`config.mk`:
```
export PLATFORM = sky130hd
export DESIGN_NAME = multi_pwm_driver
export DESIGN_NICKNAME = d
export VERILOG_FILES = /design/src/rtl/multi_pwm_driver.sv
export SDC_FILE = /design/constraint.sdc
export NUM_CORES = 1
export LEC_CHECK = 0
export ABC_AREA = 1
export BUFFER_PORTS_ARGS = -buffer_cell sky130_fd_sc_hd__buf_2
export CORE_UTILIZATION = 40
export DETAILED_ROUTE_END_ITERATION = 8
export GPL_TIMING_DRIVEN = 0
export HOLD_SLACK_MARGIN = 0.1
export SLEW_MARGIN = 20
export SYNTH_ARGS = -nofsm -noshare
export SYNTH_HDL_FRONTEND = slang
export SYNTH_SLANG_ARGS = --single-unit
```
`constraint.sdc`:
```
create_clock -name clk -period 3.45 [get_ports clk]
set_input_delay 0.69 -clock clk [delete_from_list [all_inputs] [get_ports clk]]
set_output_delay 0.69 -clock clk [all_outputs]
set_load 0.02 [all_outputs]
```
`src/rtl/multi_pwm_driver.sv`:
```
// multi_pwm_driver
//   NUM_CH PWM outputs sharing one period counter. A shared up/down button
//   pair, steered by i_chan_sel, raises or lowers the pending duty of one
//   channel. Every channel copies its pending duty into its active duty at
//   the period boundary, so a waveform never changes shape mid-period.
//
// Build option:
//   MULTI_PWM_CENTER_EN  defined   -> center-aligned counter (up/down, period 2*MAX)
//                        undefined -> edge-aligned counter (0..MAX-1, period MAX)
//
// Parameters:
//   CNTR_LEN   period counter width, MAX = 2^CNTR_LEN - 1
//   NUM_CH     number of channels (1..16)
//   STEP       duty change per press (1..MAX)
//   RESET_DUTY duty loaded into every channel on reset (0..MAX)
//
// Ports:
//   clk           system clock, rising edge
//   rst           asynchronous active-high reset
//   i_cycle_up    debounced level, rising edge raises selected duty
//   i_cycle_down  debounced level, rising edge lowers selected duty
//   i_chan_sel    channel targeted by up/down events
//   PWM_pins      registered PWM outputs, one per channel
//   o_duty        pending duty of channel i_chan_sel (0 when out of range)
//   o_sync        registered one-cycle pulse at the start of each period

module multi_pwm_driver #(
  parameter int unsigned CNTR_LEN   = 8,
  parameter int unsigned NUM_CH     = 4,
  parameter int unsigned STEP       = 1,
  parameter int unsigned RESET_DUTY = 0
) (
  input  logic                                            clk,
  input  logic                                            rst,
  input  logic                                            i_cycle_up,
  input  logic                                            i_cycle_down,
  input  logic [((NUM_CH > 1) ? $clog2(NUM_CH) : 1)-1:0]  i_chan_sel,
  output logic [NUM_CH-1:0]                               PWM_pins,
  output logic [CNTR_LEN-1:0]                             o_duty,
  output logic                                            o_sync
);

  localparam int unsigned SEL_W = (NUM_CH > 1) ? $clog2(NUM_CH) : 1;

  localparam logic [CNTR_LEN-1:0] MAX_C   = '1;
  localparam logic [CNTR_LEN-1:0] TOP_C   = MAX_C - CNTR_LEN'(1);
  localparam logic [CNTR_LEN-1:0] STEP_N  = CNTR_LEN'(STEP);
  localparam logic [CNTR_LEN:0]   STEP_W  = (CNTR_LEN + 1)'(STEP);
  localparam logic [CNTR_LEN-1:0] RESET_D = CNTR_LEN'(RESET_DUTY);

  // Input stage and edge history
  logic             up_q, up_d;
  logic             up_prev_q, up_prev_d;
  logic             dn_q, dn_d;
  logic             dn_prev_q, dn_prev_d;
  logic [SEL_W-1:0] sel_q, sel_d;

  // Period counter
  logic [CNTR_LEN-1:0] cnt_q, cnt_d;

`ifdef MULTI_PWM_CENTER_EN
  typedef enum logic {
    DIR_DOWN = 1'b0,
    DIR_UP   = 1'b1
  } dir_e;

  dir_e dir_q, dir_d;
`endif

  // Duty registers
  logic [CNTR_LEN-1:0] pending_q [NUM_CH];
  logic [CNTR_LEN-1:0] pending_d [NUM_CH];
  logic [CNTR_LEN-1:0] active_q  [NUM_CH];
  logic [CNTR_LEN-1:0] active_d  [NUM_CH];

  // Outputs
  logic [NUM_CH-1:0] pwm_q, pwm_d;
  logic              sync_q, sync_d;

  // Decode
  logic                up_edge;
  logic                dn_edge;
  logic                period_start;
  logic                shadow_load;
  logic [CNTR_LEN:0]   sum_w;

  // Input registration and edge detection
  always_comb begin
    up_d      = i_cycle_up;
    dn_d      = i_cycle_down;
    sel_d     = i_chan_sel;
    up_prev_d = up_q;
    dn_prev_d = dn_q;
    up_edge   = up_q & ~up_prev_q;
    dn_edge   = dn_q & ~dn_prev_q;
  end

  // Counter sequencing
  always_comb begin
`ifdef MULTI_PWM_CENTER_EN
    cnt_d = cnt_q;
    dir_d = dir_q;
    // Each end value is held for one extra cycle while direction flips,
    // so every count is visited twice per period.
    if (dir_q == DIR_UP) begin
      if (cnt_q == TOP_C) begin
        dir_d = DIR_DOWN;
      end else begin
        cnt_d = cnt_q + CNTR_LEN'(1);
      end
    end else begin
      if (cnt_q == '0) begin
        dir_d = DIR_UP;
      end else begin
        cnt_d = cnt_q - CNTR_LEN'(1);
      end
    end
    period_start = (cnt_q == '0) && (dir_q == DIR_UP);
    shadow_load  = (cnt_q == '0) && (dir_q == DIR_DOWN);
`else
    cnt_d        = (cnt_q == TOP_C) ? '0 : cnt_q + CNTR_LEN'(1);
    period_start = (cnt_q == '0);
    shadow_load  = (cnt_q == TOP_C);
`endif
  end

  // Pending duty update, shadow load and output compare
  always_comb begin
    sum_w  = '0;
    pwm_d  = '0;
    sync_d = period_start;
    for (int unsigned i = 0; i < NUM_CH; i++) begin
      pending_d[i] = pending_q[i];
      active_d[i]  = shadow_load ? pending_q[i] : active_q[i];
      pwm_d[i]     = (cnt_q < active_q[i]);
      // A sel value at or above NUM_CH never matches, so the event is dropped.
      if (SEL_W'(i) == sel_q) begin
        if (up_edge && !dn_edge) begin
          sum_w        = {1'b0, pending_q[i]} + STEP_W;
          pending_d[i] = (sum_w > {1'b0, MAX_C}) ? MAX_C : sum_w[CNTR_LEN-1:0];
        end else if (dn_edge && !up_edge) begin
          pending_d[i] = (pending_q[i] >= STEP_N) ? (pending_q[i] - STEP_N) : '0;
        end
      end
    end
  end

  // Pending duty readback; out-of-range selection reads 0
  always_comb begin
    o_duty = '0;
    for (int unsigned i = 0; i < NUM_CH; i++) begin
      if (SEL_W'(i) == i_chan_sel) begin
        o_duty = pending_q[i];
      end
    end
  end

  always_ff @(posedge clk or posedge rst) begin
    if (rst) begin
      up_q      <= 1'b0;
      up_prev_q <= 1'b0;
      dn_q      <= 1'b0;
      dn_prev_q <= 1'b0;
      sel_q     <= '0;
      cnt_q     <= '0;
`ifdef MULTI_PWM_CENTER_EN
      dir_q     <= DIR_UP;
`endif
      pwm_q     <= '0;
      sync_q    <= 1'b0;
      for (int unsigned i = 0; i < NUM_CH; i++) begin
        pending_q[i] <= RESET_D;
        active_q[i]  <= RESET_D;
      end
    end else begin
      up_q      <= up_d;
      up_prev_q <= up_prev_d;
      dn_q      <= dn_d;
      dn_prev_q <= dn_prev_d;
      sel_q     <= sel_d;
      cnt_q     <= cnt_d;
`ifdef MULTI_PWM_CENTER_EN
      dir_q     <= dir_d;
`endif
      pwm_q     <= pwm_d;
      sync_q    <= sync_d;
      for (int unsigned i = 0; i < NUM_CH; i++) begin
        pending_q[i] <= pending_d[i];
        active_q[i]  <= active_d[i];
      end
    end
  end

  assign PWM_pins = pwm_q;
  assign o_sync   = sync_q;

endmodule
```
[Word level (Yosys, flattened, before mapping)]
Index checks and enable logic that the tools add are counted.
Word-level totals
  flip-flop bits (word level): 83
  input port bits: 6
  output and inout port bits: 13
  logic and storage cells: 81
Cells by class
  add/subtract/negate cells: 9
  magnitude comparators: 12
  eq/ne operators: 7
  multiplexer cells: 21
  bitwise operators: 4
  reduce and logical (&&, ||, !) cells: 12
Operators by type and width (count)
  two-way mux 8 bit: 21
  adder 8 x 1 -> 9 bit, second input constant: 4
  greater-than comparator 9 x 8 -> 1 bit, second input constant: 4
  greater-or-equal comparator 8 x 1 -> 1 bit, second input constant: 4
  less-than comparator 8 bit: 4
  subtractor 8 x 1 -> 8 bit, second input constant: 4
  adder 8 x 1 -> 8 bit, second input constant: 1
  equality test 2 bit, first input constant: 4
  equality test 8 bit, second input constant: 1
  logical NOT 8 bit: 1
  AND reduction 2 bit: 4
  equality test 1 x 2 -> 1 bit, first input constant: 2
  logical NOT 2 bit: 2
  AND 1 bit: 2
  logical AND 1 bit: 2
  logical NOT 1 bit: 2
  NOT 1 bit: 2
  nonzero test 2 bit: 1

[Logic depth before layout (Yosys ltp)]
  word-level depth: 6
  gate-level depth with buffers: 11
  gate-level depth less buffers: 11

[Worst setup path after synthesis]
OpenSTA, ideal clock, no wires.
  path type: input -> output
  start: input port i_chan_sel[1] (netlist name)
  end: output port o_duty[2]
  arrival time: 1.405 ns
  data required time: 2.760 ns
  path slack: 1.355 ns
  cell stages on the path: 5
  buffers on the path: 0
  cells stage by stage: nor2_1 -> inv_1 -> o22ai_1 -> a21oi_1 -> o21ai_0
On the way
  word-level cells in the longest chain between the ends: 5
  elaborated cells between the ends (all ways): 8
  classes of those cells: eq/ne (3); mux (4); reduce/logical (1)
RTL lines
  from (decl): line 37  | input logic [((NUM_CH > 1) ? $clog2(NUM_CH) : 1)-1:0] i_chan_sel,
  logical NOT 2 bit: line 152  | if (SEL_W'(i) == i_chan_sel) begin
  two-way mux 8 bit (3 in series): line 152
  two-way mux 8 bit *: line 152
  to (decl): line 39  | output logic [CNTR_LEN-1:0] o_duty,
Every way passes the cells marked *; elsewhere a longest branch is shown, timed or not.

[Worst setup path in the final report]
  start: input port i_chan_sel[1] (netlist name)
  end: output port o_duty[1]
Same word-level chain as after synthesis.

==> summary.txt <==
Outcome
  – Result of the run: finished, final reports clean

Die
  – Core Area: 0.0140 sq mm
  – DIE AREA: 0.0150 sq mm
  – Die height: 122 microns
  – Initial Util: 41.4%
  – Row count: 43
  – I/O Pins: 19
  – Die Span X: 122 microns

Clock network
  – TritonCTS buffer count: 9
  – Cts repair resizes: 0
  – Clock buffer depth: 2
  – H-tree levels: 3
  – Post-CTS setup buffers: 0
  – CTS tree: built
  – # hold bufs at CTS: 0
  – Clk Tree Root Cell: clkbuf_16
  – Worst-Skew Late Latency: 0.35 ns
  – Clock sink count: 83
  – Clk slew on worst S/H paths: 0.06 ns

Timing
  – Skew final: 0.00634 ns
  – Fin crit period: 2.57 ns
  – Final Cycle Share: 74.6%
  – Fmax: 0.389 GHz
  – Setup_tns: 0 ns
  – Worst slew margin: 34.9%
  – RSZ-0062 raised after global routing: no
  – Worst slew pin tran: 0.969 ns
  – Final Hold Viols: 0
  – Max-slew violations: 0
  – Worst setup margin: 0.876 ns
  – Final-report setup violation count: 0

Worst setup path
  – R2r worst-path depth: 7
  – Startpoint Class: primary input
  – Crit Path Max Fanout: 5
  – Crit-path leading delay family: buffers and inverters
  – Critical path depth: 7
  – Critical path, cell by cell: buf_2 > nor2_1 > inv_1 > o22ai_1 > a21oi_1 > o21ai_0 > buf_2
  – Buffers & Inverters on Critical Path: 3
  – Worst setup EP type: output pin
  – Worst path most repeated cell: buf_2
  – Required time at the worst-slack endpoint: 2.76 ns
  – Slowest CP cell: nor2_1
  – Worst setup path class: primary input to output pin
  – Arrival time worst endpoint: 1.88 ns
  – CP max stage delay: 0.24 ns

Yosys
  – Post-synthesis xor/xnor area fraction: 3.94%
  – Post-synthesis mux area share: 0%
  – Post-Syn Area: 0.00579 sq mm
  – Synth Area in Simple Gates: 24.6%
  – Synth Area per Inst: 7.33 sq um
  – Primary FF master, synth: dfrtp_1
  – Ys Warns: 0
  – Seq/Total Area, Yosys: 35.9%
  – Synth top area cells: dfrtp_1, nand2_1, ha_1, inv_1, o21ai_0
  – Post-Synth Adder-Cell Area: 10.4%
  – Async SR Flop Fraction: 100%
  – Synth Area in Compound Gates: 15.0%
  – Yosys top cell area share: 35.9%
  – Synth area leader: dfrtp_1
  – Largest family of logic cells by synthesized area: simple AND/OR/NAND/NOR gates
  – Cell variety after synth: 37
  – Synth Net Count: 844
  – Synth Instances: 790
  – EDFF count, synth: 0
  – Synthesis-stage register bit count: 83

Routing
  – Pre-Repair DR Iteration Count: 5
  – Wire per inst: 14.6 microns
  – DRT iter0 DRCs: 409
  – # DRC: 0
  – Via count: 5,157
  – Antenna viol nets, final: 0
  – Post-Route WL: 14.7 mm
  – Routed vias/inst: 5.13

Pwr
  – LEAKAGE: 0.00319 uW
  – PwrDens: 639 mW/mm^2
  – Peak VDD IR: 0.434 mV

Cells and area
  – Register area: 0.00208 sq mm
  – Area Overhead vs Synth: 11.1%
  – Final Cell Area: 0.00643 sq mm
  – Multi-input gate area: 0.00312 sq mm
  – # diodes: 0
  – Nets: 874
  – Layout cell share with drive strength beyond 1: 10.7%
  – Final Instance Count excl. Fillers: 1,005
  – Fill count: 1,445

Global routing
  – Initial antenna violation count: 0
  – First-pass GRT wire length: 24.5 mm
  – Vias in the first global route: 4,770
  – Largest net degree at the start of global routing: 55
  – Tot GR Track Use: 21.5%
  – Grt total ovfl: 0

Place
  – Gpl congestion: 0.903
  – Cell Count Post-Placement: 989
  – Post-DP HPWL: 11.0 mm
  – Placed cell areas: 0.00613 sq mm
  – Setup WS pre-CTS: 0.893 ns
  – Buffers added on ports: 18

Hold path
  – Worst min path class: primary input to async pin

Job
  – Max_cap viols: 0
[sequential cells by signal, summed over array words and instances, names as in the netlist]
register	count
cnt_q	8
sel_q	2
dn_prev_d	1
PWM_pins	4
dn_prev_q	1
up_prev_d	1
up_prev_q	1
o_sync	1
pending_q	32
active_q	32
[area by class of cell]
| class | instances | area share [%] |
|---|---|---|
| clock buffer | 11 | 3.62 |
| clock inverter | 5 | 0.993 |
| timing repair buffer | 19 | 1.83 |
| multi-input combinational | 564 | 48.5 |
| sequential | 83 | 32.3 |
| inverter | 119 | 7.01 |
| buffer | 24 | 2.24 |
| tap | 180 | 3.50 |
[cells by family (layout without fill, tap and decap cells)]
family / after synthesis / in the layout
and+or+nand+nor: 326 / 326
AOI/OAI and AO/OA: 164 / 164
buffers and inverters: 143 / 178
DFF: 83 / 83
adders and majority gates: 48 / 48
xor gates and xnor gates: 26 / 26
[synthesized netlist by cell type, types with 2 or more instances]
cell       instances
xnor2_1            5
nand2_1          172
xor2_1            21
a21oi_1           55
a31oi_1            3
inv_1            107
o21ai_0           78
ha_1              48
o22ai_1            6
o211ai_1           4
nor2_1            75
nand3_2            6
buf_4              5
a22oi_1            2
buf_2             10
nand2_2            4
nor3_2             5
o2111ai_1          3
nand3_1           39
clkbuf_1           6
nand3b_1           2
dfrtp_1           83
nand4_1            6
o21ai_1           10
or2_2              2
nor3_1             7
buf_6              3
nor2_4             2
inv_2             11
nor2_2             3
[per-stage QoR]
step	hold WS [ns]	total power (uW)	util, %
final	0.346	4110	46.0
after global routing	0.366	4430	46.0
after CTS	0.351	4120	46.0
after detailed placement	0.365	3120	43.8
after global placement	0.360	3120	43.6
after floorplan	0.354	2680	-
[layer usage]
| layer | up-vias | GRT usage [%] | wire length, microns |
|---|---|---|---|
| met5 | - | 0 | 0 |
| met2 | 109 | 33.0 | 6540 |
| li1 | 2609 | - | - |
| met1 | 2425 | 30.2 | 7310 |
| met4 | 0 | 6.55 | 239 |
| met3 | 14 | 4.60 | 608 |
[worst register-to-register path, stage by stage, from the launching register on]
cell	delay, ns
dfrtp_1	0.37
inv_1	0.05
nor2_1	0.04
ha_1	0.36
nor3_1	0.81
buf_2	0.36
nand2_1	0.08
o22ai_1	0.12
[layout by cell type (no fill, tap or decap), drive strengths merged, types with 5 or more instances in the layout]
cell      n
nand2   177
inv     118
o21ai    88
dfrtp    83
nor2     80
a21oi    56
ha       48
nand3    45
buf      37
xor2     21
clkbuf   17
nor3     12
nand4     6
o22ai     6
xnor2     5
[power breakdown]
group / internal (uW) / switching [uW]
logic: 634 / 1160
registers: 1140 / 204
clock network: 565 / 411
[path summary, 6_finish.rpt]
path / from / to / slack [ns]
max reg2reg: up_prev_d / pending_q[24] / 1.18
min reg2reg: up_prev_d / up_prev_q / 0.38
max: i_chan_sel[1] / o_duty[1] / 0.88
min in group clk: up_prev_d / up_prev_q / 0.38
min: rst / pending_q[28] / 0.35
max in group asynchronous: rst / pending_q[0] / 2.50
Note: power is estimated with default switching activity, not from simulation.
